[src/rtl/regfile_wport_arbiter.sv]
// Arbitrates the single regfile write port between WB (priority) and a buffered divider result,
// tracks pending divide destinations and requests ID stalls. Optional stats: REGFILE_WPORT_ARB_STATS_EN.
module regfile_wport_arbiter #(
  parameter int unsigned STARVE_LIMIT = 4,
  parameter int unsigned REG_NUM      = 32,
  parameter int unsigned ADDR_W       = 5,
  parameter int unsigned DATA_W       = 32
) (
  input  logic              clk,
  input  logic              rst,
  input  logic              wb_wreg_i,
  input  logic [ADDR_W-1:0] wb_waddr_i,
  input  logic [DATA_W-1:0] wb_wdata_i,
  input  logic              div_valid_i,
  input  logic [ADDR_W-1:0] div_waddr_i,
  input  logic [DATA_W-1:0] div_wdata_i,
  output logic              div_ready_o,
  input  logic              issue_i,
  input  logic [ADDR_W-1:0] issue_waddr_i,
  input  logic              re1_i,
  input  logic [ADDR_W-1:0] raddr1_i,
  input  logic              re2_i,
  input  logic [ADDR_W-1:0] raddr2_i,
  input  logic              id_wreg_i,
  input  logic [ADDR_W-1:0] id_waddr_i,
  output logic              we_o,
  output logic [ADDR_W-1:0] waddr_o,
  output logic [DATA_W-1:0] wdata_o,
  output logic              stall_req_o
`ifdef REGFILE_WPORT_ARB_STATS_EN
  ,
  output logic [15:0]       grant_cnt_o,
  output logic [15:0]       starve_cnt_o
`endif
);

  localparam int unsigned CNT_W = (STARVE_LIMIT > 1) ? $clog2(STARVE_LIMIT) : 1;

  typedef enum logic [1:0] {
    IDLE   = 2'd0,
    HOLD   = 2'd1,
    STARVE = 2'd2
  } state_e;

  state_e              state_q, state_d;
  logic [CNT_W-1:0]    cnt_q, cnt_d;
  logic [ADDR_W-1:0]   buf_addr_q, buf_addr_d;
  logic [DATA_W-1:0]   buf_data_q, buf_data_d;
  logic [REG_NUM-1:0]  pending_q, pending_d;

  logic wb_busy_c;
  logic grant_c;
  logic hazard_c;

  assign wb_busy_c = wb_wreg_i && (wb_waddr_i != '0);
  assign grant_c   = !wb_busy_c && (state_q != IDLE);

  // State, buffer and scoreboard registers
  always_ff @(posedge clk) begin
    if (rst) begin
      state_q    <= IDLE;
      cnt_q      <= '0;
      buf_addr_q <= '0;
      buf_data_q <= '0;
      pending_q  <= '0;
    end else begin
      state_q    <= state_d;
      cnt_q      <= cnt_d;
      buf_addr_q <= buf_addr_d;
      buf_data_q <= buf_data_d;
      pending_q  <= pending_d;
    end
  end

  // Next-state: a result to r0 is accepted but never enters HOLD, so it is dropped
  always_comb begin
    state_d    = state_q;
    cnt_d      = cnt_q;
    buf_addr_d = buf_addr_q;
    buf_data_d = buf_data_q;
    case (state_q)
      IDLE: begin
        if (div_valid_i) begin
          buf_addr_d = div_waddr_i;
          buf_data_d = div_wdata_i;
          cnt_d      = '0;
          if (div_waddr_i != '0) state_d = HOLD;
        end
      end
      HOLD: begin
        if (grant_c) begin
          state_d = IDLE;
          cnt_d   = '0;
        end else if (cnt_q == CNT_W'(STARVE_LIMIT - 1)) begin
          state_d = STARVE;
        end else begin
          cnt_d = cnt_q + CNT_W'(1);
        end
      end
      STARVE: begin
        if (grant_c) begin
          state_d = IDLE;
          cnt_d   = '0;
        end
      end
      default: begin
        state_d = IDLE;
        cnt_d   = '0;
      end
    endcase
  end

  // Scoreboard update: a new issue outranks a grant clear on the same register
  always_comb begin
    pending_d = pending_q;
    if (grant_c) pending_d[buf_addr_q] = 1'b0;
    if (issue_i && (issue_waddr_i != '0)) pending_d[issue_waddr_i] = 1'b1;
    pending_d[0] = 1'b0;
  end

  // Registers being written this cycle are forwarded by the regfile, so they never stall
  always_comb begin
    hazard_c = 1'b0;
    if (re1_i && pending_q[raddr1_i] && !(grant_c && (raddr1_i == buf_addr_q)))
      hazard_c = 1'b1;
    if (re2_i && pending_q[raddr2_i] && !(grant_c && (raddr2_i == buf_addr_q)))
      hazard_c = 1'b1;
    if (id_wreg_i && pending_q[id_waddr_i] && !(grant_c && (id_waddr_i == buf_addr_q)))
      hazard_c = 1'b1;
  end

  // Write port and handshake outputs, forced to their idle values while in reset
  always_comb begin
    we_o        = 1'b0;
    waddr_o     = '0;
    wdata_o     = '0;
    div_ready_o = 1'b1;
    stall_req_o = 1'b0;
    if (!rst) begin
      if (wb_busy_c) begin
        we_o    = 1'b1;
        waddr_o = wb_waddr_i;
        wdata_o = wb_wdata_i;
      end else if (grant_c) begin
        we_o    = 1'b1;
        waddr_o = buf_addr_q;
        wdata_o = buf_data_q;
      end
      div_ready_o = (state_q == IDLE);
      stall_req_o = hazard_c || (state_q == STARVE);
    end
  end

`ifdef REGFILE_WPORT_ARB_STATS_EN
  logic [15:0] grant_cnt_q;
  logic [15:0] starve_cnt_q;

  always_ff @(posedge clk) begin
    if (rst) begin
      grant_cnt_q  <= '0;
      starve_cnt_q <= '0;
    end else begin
      if (grant_c) grant_cnt_q <= grant_cnt_q + 16'd1;
      if ((state_q == HOLD) && (state_d == STARVE)) starve_cnt_q <= starve_cnt_q + 16'd1;
    end
  end

  assign grant_cnt_o  = grant_cnt_q;
  assign starve_cnt_o = starve_cnt_q;
`endif

endmodule

[config.mk]
export PLATFORM = sky130hd
export DESIGN_NAME = regfile_wport_arbiter
export DESIGN_NICKNAME = d
export VERILOG_FILES = /design/src/rtl/regfile_wport_arbiter.sv
export SDC_FILE = /design/constraint.sdc
export NUM_CORES = 1
export LEC_CHECK = 0
export ABC_AREA = 1
export CAP_MARGIN = 40
export CORE_UTILIZATION = 30
export DETAILED_ROUTE_END_ITERATION = 6
export DONT_BUFFER_PORTS = 1
export SLEW_MARGIN = 10
export SYNTH_ARGS = -nofsm -noshare
export SYNTH_HDL_FRONTEND = slang
export SYNTH_SLANG_ARGS = --single-unit
[constraint.sdc]
create_clock -name clk -period 2.45 [get_ports clk]
set_input_delay 0.735 -clock clk [delete_from_list [all_inputs] [get_ports clk]]
set_output_delay 0.735 -clock clk [all_outputs]
set_load 0.02 [all_outputs]
Word-level counts from Yosys, hierarchy flattened
Index checks and enable logic that the tools add are counted.
{ "word_totals": {"ff_bits": 73, "inputBits": 102, "elab_cells": 91} }
{ "op_classes": {"n_addsub": 1, "n_lt_le_gt_ge": 7, "eq_ne": 11, "n_mux": 36, "n_bitwise": 3, "n_reduce_logical": 27} }
{ "op_table": {"columns": ["operator", "n"], "rows": [
  ["32-bit two-way mux", 5],
  ["32-bit bitwise AND", 1],
  ["32-bit NOT", 1],
  ["32-bit OR", 1],
  ["5-bit by 6-bit < comparator with 1-bit output (second input constant)", 5],
  ["2-bit two-way mux", 8],
  ["1-bit binary-select mux with 5-bit select", 3],
  ["5-bit == test", 3],
  ["5-bit two-way mux", 3],
  ["5-bit nonzero test", 3],
  ["1-bit logical AND", 14],
  ["1-bit two-way mux", 13],
  ["2-bit one-hot mux with 3 select lines", 2],
  ["1-bit demux with 5-bit select", 2],
  ["5-bit by 1-bit greater-or-equal comparator with 1-bit output (second input constant)", 2],
  ["2-bit inequality test (second input constant)", 3],
  ["3-bit inequality test (second input constant)", 2],
  ["2-bit == test (second input constant)", 2],
  ["1-bit zero test", 4],
  ["4-bit AND reduction", 1],
  ["3-bit AND reduction", 1],
  ["2-bit by 1-bit adder with 2-bit output (second input constant)", 1],
  ["2-bit by 1-bit == test with 1-bit output (second input constant)", 1],
  ["2-bit zero test", 1],
  ["other kinds (3)", 3]
]} }

Depth between registers and ports, before layout
Gate-level depths: netlist (run 1).
{ "depth": {"depth_word": 12, "mapped_depth": 12, "ltp_nobuf": 11} }

Worst setup path after synthesis (run 1)
Ideal clock, no wire load.
{ "synth_path": {"path_type": "input to output", "startpoint": "input raddr1_i[0]", "endpoint": "output stall_req_o", "arrival_ns": 1.769, "slack_ns": -0.054, "path_stages": 12, "n_path_buf": 2, "cell_sequence": "buf_6 -> inv_6 -> buf_6 -> nand2_1 -> nand3_1 -> nand2_1 -> nand3_1 -> nand3_1 -> nand3_1 -> nand2_1 -> nor2_1 -> nor2_1"} }
{ "synth_via": {"elab_chain_len": 9, "word_cells_on_any_way": 12, "classes_between": "eq/ne (1); mux (6); reduce/logical (5)"} }
{ "synth_rtl": {"columns": ["element", "line", "source"], "rows": [
  ["start: declaration", "21", "input logic [ADDR_W-1:0] raddr1_i,"],
  ["1-bit binary-select mux with 5-bit select or 5-bit == test (tied branches)", "124", "if (re1_i && pending_q[raddr1_i] && !(grant_c && (raddr1_i == buf_addr_q)))"],
  ["1-bit two-way mux (not written as such) or 1-bit logical AND (tied branches)", "124", null],
  ["1-bit logical AND or 1-bit zero test (tied branches)", "124", null],
  ["1-bit logical AND (*)", "124", null],
  ["1-bit two-way mux (*)", "124", null],
  ["1-bit two-way mux (*)", "126", "if (re2_i && pending_q[raddr2_i] && !(grant_c && (raddr2_i == buf_addr_q)))"],
  ["1-bit two-way mux (*)", "128", "if (id_wreg_i && pending_q[id_waddr_i] && !(grant_c && (id_waddr_i == buf_addr_q)))"],
  ["1-bit logical OR (*)", "150", "stall_req_o = hazard_c || (state_q == STARVE);"],
  ["1-bit two-way mux (*)", "139", "if (!rst) begin"],
  ["end: declaration", "29", "output logic stall_req_o"]
]} }
Every way passes the cells marked *; elsewhere a longest branch is shown, timed or not. The select of a mux whose other input is x is not followed.

Worst setup path in the final report (run 1)
{ "layout_path": {"startpoint": "input raddr2_i[1]", "endpoint": "output stall_req_o"} }
{ "layout_via": {"elab_chain_len": 8, "word_cells_on_any_way": 11, "classes_between": "eq/ne (1); mux (5); reduce/logical (5)"} }
{ "layout_rtl": {"columns": ["element", "line", "source"], "rows": [
  ["start: declaration", "23", "input logic [ADDR_W-1:0] raddr2_i,"],
  ["1-bit binary-select mux with 5-bit select or 5-bit == test (tied branches)", "126", null],
  ["1-bit two-way mux (not written as such) or 1-bit logical AND (tied branches)", "126", null],
  ["1-bit logical AND or 1-bit zero test (tied branches)", "126", null],
  ["1-bit logical AND (*)", "126", null],
  ["1-bit two-way mux (*)", "126", null],
  ["1-bit two-way mux (*)", "128", null],
  ["1-bit logical OR (*)", "150", null],
  ["1-bit two-way mux (*)", "139", null]
]} }
Marked as above.

==> results.py, run 1 <==
metrics = {
    "synthesis": {
        "post_synthesis_mean_instance_area_um2": 5.98,
        "synth_ff_type": "sky130_fd_sc_hd__dfxtp_1",
        "synth_simple_gate_area_share_pct": 37.2,
        "fraction_of_the_mapped_netlist_area_in_adder_cells_pct": 0.265,
        "synth_top_family_by_area": "simple AND/OR/NAND/NOR gates",
        "synth_cells": 791,
        "mappedNetlistNets": 894,
        "mappedNetlistArea_mm2": 0.00473,
        "count_of_flip_flops_with_a_built_in_enable_after_synthesis": 0,
        "muxShareOfSynthArea_pct": 0,
        "synth_top_area_share_pct": 30.5,
        "post_synth_main_area_contributors": "sky130_fd_sc_hd__dfxtp_1, sky130_fd_sc_hd__nand2_1, sky130_fd_sc_hd__nand3_1, sky130_fd_sc_hd__o21ai_0, sky130_fd_sc_hd__inv_1",
        "synth_area_in_compound_gates_pct": 16.5,
        "synthXorXnorAreaFrac_pct": 1.48,
        "yosysMostFrequentCell": "sky130_fd_sc_hd__nand2_1",
        "yosysTopAreaCell": "sky130_fd_sc_hd__dfxtp_1",
        "async_reset_ff_share_pct": 0,
        "yosysSeqAreaShare_pct": 30.5,
        "synth-warning-count": 0,
        "netlist_top_cells_count": "sky130_fd_sc_hd__nand2_1, sky130_fd_sc_hd__nand3_1, sky130_fd_sc_hd__inv_1",
        "ys_seq_elements": 72,
        "synthDistinctLibCells": 31,
    },
    "pwr": {
        "finalPower_mw": 3.42,
        "leakagePower_nw": 2.61,
        "vdd_drop_max_v": 0.000349,
        "power-per-cell-area_mw_per_mm2": 589,
    },
    "placed_design": {
        "placement.io_buffers": 0,
        "placed_cell_area_mm2": 0.00522,
        "placed_cells": 1018,
        "place.gp.congestion": 0.918,
        "total_half_perimeter_wirelength_after_legalization_and_detailed_placement_um": 11900,
    },
    "floorplan": {
        "die-area_mm2": 0.0163,
        "placeableCoreArea_mm2": 0.0153,
        "fp.dieW_um": 128,
        "floorplan.initialDensity_pct": 30.9,
        "die_h_um": 128,
        "rows": 45,
        "floorplan.io_pins": 142,
    },
    "global_route": {
        "pin_count_of_the_biggest_net_entering_global_routing": 40,
        "grt_first_pass_wirelength_um": 26000,
        "first_global_vias": 4952,
        "globalRouteOverflowTotal": 0,
        "grt_usage_pct": 20.5,
        "number_of_antenna_violations_at_the_first_check_in_global_routing": 0,
    },
    "sta": {
        "finalClockSkew_ns": 0.00823,
        "rsz0062_at_grt": "yes",
        "count_of_endpoints_failing_hold_in_the_final_timing_report": 0,
        "worst_slack_ns": -0.0974,
        "timing.fmax_mhz": 393,
        "whs_ns": 0.460,
        "period_utilisation_layout_pct": 104,
        "final-setup-viol-count": 1,
        "slew_viol_final": 0,
        "tightest_slew_ns": 0.671,
        "final_period_minus_worst_setup_slack_ns": 2.55,
        "headroom_to_the_max_slew_limit_pct": 55.1,
    },
    "setup_path": {
        "crit_buf_inv": 2,
        "cp_max_fo": 11,
        "crit_path_max_incr_delay_ns": 0.18,
        "critPathTopFamily": "simple AND/OR/NAND/NOR gates",
        "critical_path.most_common_cell": "sky130_fd_sc_hd__nand3_1",
        "crit_path_cell_trace": "clkinvlp_4 > nand3_1 > nand3_1 > nand3_1 > nand3_1 > nand3_1 > nand2_2 > nor2_4 > nor2_2 > buf_6",
        "critical_path_class": "in -> out",
        "timing.critical_path.to_type": "output pin",
        "worst-endpoint-required_ns": 1.71,
        "critical_path.slowest_cell": "sky130_fd_sc_hd__clkinvlp_4",
        "crit_arrival_ns": 1.81,
        "worstSetupStartpointType": "input port",
    },
    "clock_tree": {
        "worstSkewPairLatency_ns": 0.34,
        "h-tree-depth": 3,
        "cts_root_buffer": "sky130_fd_sc_hd__clkbuf_16",
        "cts-hold-fix-buffers": 0,
        "cts_inserted_buffers": 9,
        "clock-sinks": 72,
        "clk_transition_reported_paths_ns": 0.05,
        "tritoncts": "done",
        "clockBufferDepth": 2,
    },
    "detailed_routing": {
        "route.detailed.drc": 0,
        "wirelength_um": 16200,
        "postRouteAntennaNets": 0,
        "drt_pre_antenna_iters": 7,
        "drt-initial-drc-count": 416,
        "wl_per_cell_um": 15.6,
        "avgViaCountPerCell": 5.05,
        "routed-via-count": 5237,
    },
    "final_layout": {
        "fin_area_mm2": 0.00580,
        "count_of_non_filler_cells_in_the_finished_layout": 1037,
        "nets": 926,
        "area_growth_pct": 22.6,
        "post_route_cells_drive_above_1_share_pct": 16.0,
        "antennaDiodeCount": 0,
    },
    "outcome": {
        "outcome": "complete, but fails checks",
        "violations_in_the_final_reports": "negative setup slack",
    },
    "run": {
        "timing.max_cap.violations": 0,
    },
    "hold_path": {
        "holdCritPathClass": "reg -> reg",
    },
}
## metrics by stage
stage	setup slack (ns)	util [%]	TNS, ns
3_5_place_dp	-0.257	34.1	-0.914
5_1_grt	-0.195	37.9	-0.196
6_report	-0.0974	37.9	-0.0974
2_1_floorplan	-0.0231	-	-0.548
3_3_place_gp	-0.238	34.1	-0.831
4_1_cts	-0.0761	37.0	-0.0778
## tightest hold or removal path, cell delays in order (launching register included)
cell	delay [ns]
sky130_fd_sc_hd__dfxtp_1	0.31
sky130_fd_sc_hd__nand2_1	0.06
sky130_fd_sc_hd__a21oi_1	0.05
## what timing repair did
item | in CTS | in global routing
setup buffers | 0 | 3
setup endpoints to repair | 10 | 25
pin swaps | 13 | 18
resized for setup | 22 | 34
gates cloned | 1 | 1
## sequential cells by signal, indices dropped and copies added, names as in the netlist
| signal | flops |
|---|---|
| pending_q | 31 |
| buf_addr_q | 5 |
| state_q | 2 |
| buf_data_q | 32 |
| cnt_q | 2 |
## logic make-up (layout without fill, tap and decap cells)
logic type / after synthesis / in the layout
buffers and inverters: 150 / 185
AOI/OAI and AO/OA: 152 / 152
xor gates and xnor gates: 8 / 8
and+or+nand+nor: 408 / 408
DFF: 72 / 72
adders and majority gates: 1 / 1
## placed cells by master, fill, tap and decap left out, types with 4 or more instances in the layout
cell type / Yosys / final
sky130_fd_sc_hd__nor2_2: 2 / 4
sky130_fd_sc_hd__nand2_1: 170 / 165
sky130_fd_sc_hd__buf_6: 8 / 5
sky130_fd_sc_hd__a21oi_1: 41 / 40
sky130_fd_sc_hd__clkbuf_16: 0 / 10
sky130_fd_sc_hd__nand2_2: 0 / 4
sky130_fd_sc_hd__inv_2: 9 / 9
sky130_fd_sc_hd__xnor2_1: 8 / 8
sky130_fd_sc_hd__dfxtp_1: 72 / 69
sky130_fd_sc_hd__o21ai_1: 24 / 37
sky130_fd_sc_hd__nand3_2: 3 / 19
sky130_fd_sc_hd__o21ai_0: 78 / 65
sky130_fd_sc_hd__buf_4: 3 / 52
sky130_fd_sc_hd__nor2_4: 2 / 5
sky130_fd_sc_hd__inv_1: 96 / 93
sky130_fd_sc_hd__nand3_1: 127 / 111
sky130_fd_sc_hd__nor2_1: 94 / 89
## routing by layer
metal  vias to the layer above  share of wire, %  GRT usage (%)
met5                         -                 0              0
met4                         0               2.6           8.54
met3                        30               8.9           5.82
met2                       243                46           33.2
met1                      2363                42           25.5
li1                       2601                 -              -
## where the power goes
part / switching, mW / leakage (nW) / internal [mW]
clock network: 0.495 / 0.168 / 1.04
logic: 0.371 / 1.86 / 0.235
registers: 0.0435 / 0.591 / 1.23
total: 0.910 / 2.61 / 2.51
## final cells by class
| class | instances | area, um2 |
|---|---|---|
| Inverter | 109 | 432 |
| Sequential cell | 72 | 1450 |
| Clock buffer | 11 | 253 |
| Timing Repair Buffer | 62 | 559 |
| Clock inverter | 3 | 90.1 |
| Fill cell | 1703 | 9510 |
| Multi-Input combinational cell | 569 | 2760 |
| Tap cell | 211 | 264 |
## path summary, 6_finish.rpt
path                                  start            to  slack, ns  depth (start not counted)
worst min-delay path               cnt_q[1]      cnt_q[1]       0.46                          2
worst min register to register     cnt_q[1]      cnt_q[1]       0.46                          2
worst max-delay path            raddr2_i[1]   stall_req_o       -0.1                         10
worst max register to register   state_q[0]  pending_q[5]       0.95                          8
Note: power is estimated with default switching activity, not from simulation.
==> run 2: changes to the inputs <==
--- a/config.mk
+++ b/config.mk
@@ -14,3 +14,4 @@
 export SYNTH_ARGS = -nofsm -noshare
 export SYNTH_HDL_FRONTEND = slang
 export SYNTH_SLANG_ARGS = --single-unit
+export TNS_END_PERCENT = 5
==> constraint.sdc (replaced) <==
create_clock -name clk -period 2.79 [get_ports clk]
set_input_delay 0.837 -clock clk [delete_from_list [all_inputs] [get_ports clk]]
set_output_delay 0.837 -clock clk [all_outputs]
set_load 0.02 [all_outputs]
==> run 2 against run 1 <==
Compared with the run above: the flow now finishes without violations; combinational power fell by 19%; cell count decreased by 0.87%; global-route usage down 0.61 points; critical endpoint is now waddr_o[3]; highest routed layer unchanged; die area stayed put; non-clock buffer count shrank 11; register-to-register slack better by 0.42 ns; critical path type unchanged.
==> results.py, run 2 (synthesis gave the netlist of run 1 again) <==
metrics = {
    "clock_tree": {
        "worstSkewPairLatency_ns": 0.34,
        "clockBufferDepth": 2,
        "tritoncts": "done",
        "h-tree-depth": 3,
        "clk_transition_reported_paths_ns": 0.06,
        "post-cts-setup-buffer-count": 0,
        "cts_root_buffer": "sky130_fd_sc_hd__clkbuf_16",
        "cts_inserted_buffers": 9,
        "clock-sinks": 72,
        "cts-hold-fix-buffers": 0,
    },
    "sta": {
        "period_utilisation_layout_pct": 96.4,
        "final_period_minus_worst_setup_slack_ns": 2.69,
        "headroom_to_the_max_slew_limit_pct": 58.0,
        "rsz0062_at_grt": "yes",
        "slew_viol_final": 0,
        "tightest_slew_ns": 0.628,
        "count_of_endpoints_failing_hold_in_the_final_timing_report": 0,
        "worst_slack_ns": 0.101,
        "finalClockSkew_ns": 0.00700,
        "final-setup-viol-count": 0,
        "timing.fmax_mhz": 372,
    },
    "placed_design": {
        "placed_cells": 1012,
        "place_worst_setup_slack_ns": -0.0220,
        "total_half_perimeter_wirelength_after_legalization_and_detailed_placement_um": 11800,
        "place.gp.congestion": 0.895,
        "placement.io_buffers": 0,
    },
    "final_layout": {
        "area_growth_pct": 15.9,
        "post_route_cells_drive_above_1_share_pct": 11.9,
        "mostFrequentLayoutCells": "sky130_fd_sc_hd__nand2_1, sky130_fd_sc_hd__nand3_1, sky130_fd_sc_hd__inv_1, sky130_fd_sc_hd__nor2_1, sky130_fd_sc_hd__o21ai_0",
        "registers.top_by_ff_count": "buf_data_q",
        "nets": 915,
        "count_of_non_filler_cells_in_the_finished_layout": 1028,
        "reg_top3": "buf_data_q (32), pending_q (31), buf_addr_q (5)",
        "postLayoutCoreUtil_pct": 35.8,
        "largest_register_ff_count": 32,
        "antennaDiodeCount": 0,
        "final_common_cell": "sky130_fd_sc_hd__nand2_1",
    },
    "floorplan": {
        "floorplan.initialDensity_pct": 30.9,
        "die_h_um": 128,
        "floorplan.io_pins": 142,
        "rows": 45,
        "placeableCoreArea_mm2": 0.0153,
        "fp.dieW_um": 128,
        "die-area_mm2": 0.0163,
    },
    "detailed_routing": {
        "postRouteAntennaNets": 0,
        "route.detailed.drc": 0,
        "drt-initial-drc-count": 329,
        "routed-via-count": 5098,
        "drt_pre_antenna_iters": 5,
        "wl_per_cell_um": 15.3,
        "wirelength_um": 15700,
        "avgViaCountPerCell": 4.96,
    },
    "global_route": {
        "number_of_antenna_violations_at_the_first_check_in_global_routing": 0,
        "first_global_vias": 4786,
        "pin_count_of_the_biggest_net_entering_global_routing": 40,
        "grt_first_pass_wirelength_um": 25200,
        "grt_usage_pct": 19.9,
        "globalRouteOverflowTotal": 0,
    },
    "pwr": {
        "power-per-cell-area_mw_per_mm2": 488,
        "vdd_drop_max_v": 0.000245,
        "leakagePower_nw": 2.46,
    },
    "setup_path": {
        "critical_path_class": "in -> out",
        "crit_arrival_ns": 1.85,
        "timing.critical_path.to_type": "output pin",
        "worstSetupStartpointType": "input port",
        "cp_max_fo": 4,
        "worst-endpoint-required_ns": 1.95,
    },
    "run": {
        "timing.max_cap.violations": 0,
    },
    "hold_path": {
        "holdCritPathClass": "reg -> reg",
    },
    "outcome": {
        "outcome": "finished clean",
    },
}
-- run 2: changes by cell type in the layout (fill, tap and decap cells not counted), moves of 5 or more --
| cell | previous run | this run |
|---|---|---|
| sky130_fd_sc_hd__nand3_1 | 111 | 127 |
| sky130_fd_sc_hd__nand3_2 | 19 | 3 |
| sky130_fd_sc_hd__o21ai_0 | 65 | 78 |
| sky130_fd_sc_hd__o21ai_1 | 37 | 24 |
| sky130_fd_sc_hd__buf_6 | 5 | 0 |
-- run 2: metal layers --
metal | routed length, um | share of wire (%) | up-vias | GRT usage (%)
li1 | - | - | 2583 | -
met1 | 6730 | 43 | 2273 | 24.6
met2 | 7290 | 47 | 220 | 33.4
met3 | 1400 | 8.9 | 22 | 5.86
met4 | 255 | 1.6 | 0 | 5.67
met5 | 0 | 0 | - | 0
-- run 2: worst paths after layout --
check,start,endpoint,slack (ns),cells after the start
setup / recovery,wb_waddr_i[2],waddr_o[3],0.10,9
hold / removal,pending_q[3],pending_q[3],0.47,2
hold reg to reg,pending_q[3],pending_q[3],0.47,2
setup reg to reg,state_q[0],pending_q[6],1.37,8
-- run 2: power by group --
part           internal, mW  switching [mW]  leakage [nW]
Clock                 0.605           0.460         0.133
Sequential             1.08          0.0365         0.590
Combinational         0.180           0.309          1.74
Total                  1.87           0.805          2.46
-- run 2: layout make-up --
class	instances	area, um2
clock inverters	6	43.8
repair buffers	51	420
fillers	1724	9830
inverters	109	429
well taps	211	264
multi-input cells	569	2650
clock buffers	10	229
flip-flops and latches	72	1440
-- run 2: stage by stage --
step / total power, mW / area (um2) / setup TNS (ns) / hold WS (ns)
3_3_place_gp: 1.62 / 5170 / -0.00791 / 0.448
5_1_grt: 2.82 / 5480 / -0.00468 / 0.499
4_1_cts: 2.69 / 5450 / 0 / 0.470
2_1_floorplan: 1.51 / 4730 / 0 / 0.443
6_report: 2.67 / 5480 / 0 / 0.470
3_5_place_dp: 1.62 / 5170 / -0.0220 / 0.461
-- run 2: critical path, stage by stage --
cell and delay, ns:
sky130_fd_sc_hd__nor2_2 0.12, sky130_fd_sc_hd__nand3_2 0.12, sky130_fd_sc_hd__nand2_4 0.10, sky130_fd_sc_hd__nand2_4 0.05, sky130_fd_sc_hd__inv_2 0.09, sky130_fd_sc_hd__buf_4 0.14
sky130_fd_sc_hd__nand2_1 0.08, sky130_fd_sc_hd__a21oi_1 0.14, sky130_fd_sc_hd__buf_4 0.16
-- run 2: repair_timing --
| item | 4_1_cts | 5_1_grt |
|---|---|---|
| pin swaps | 0 | 0 |
| endpoints found under the setup margin | 1 | 5 |
| resized for setup | 2 | 9 |
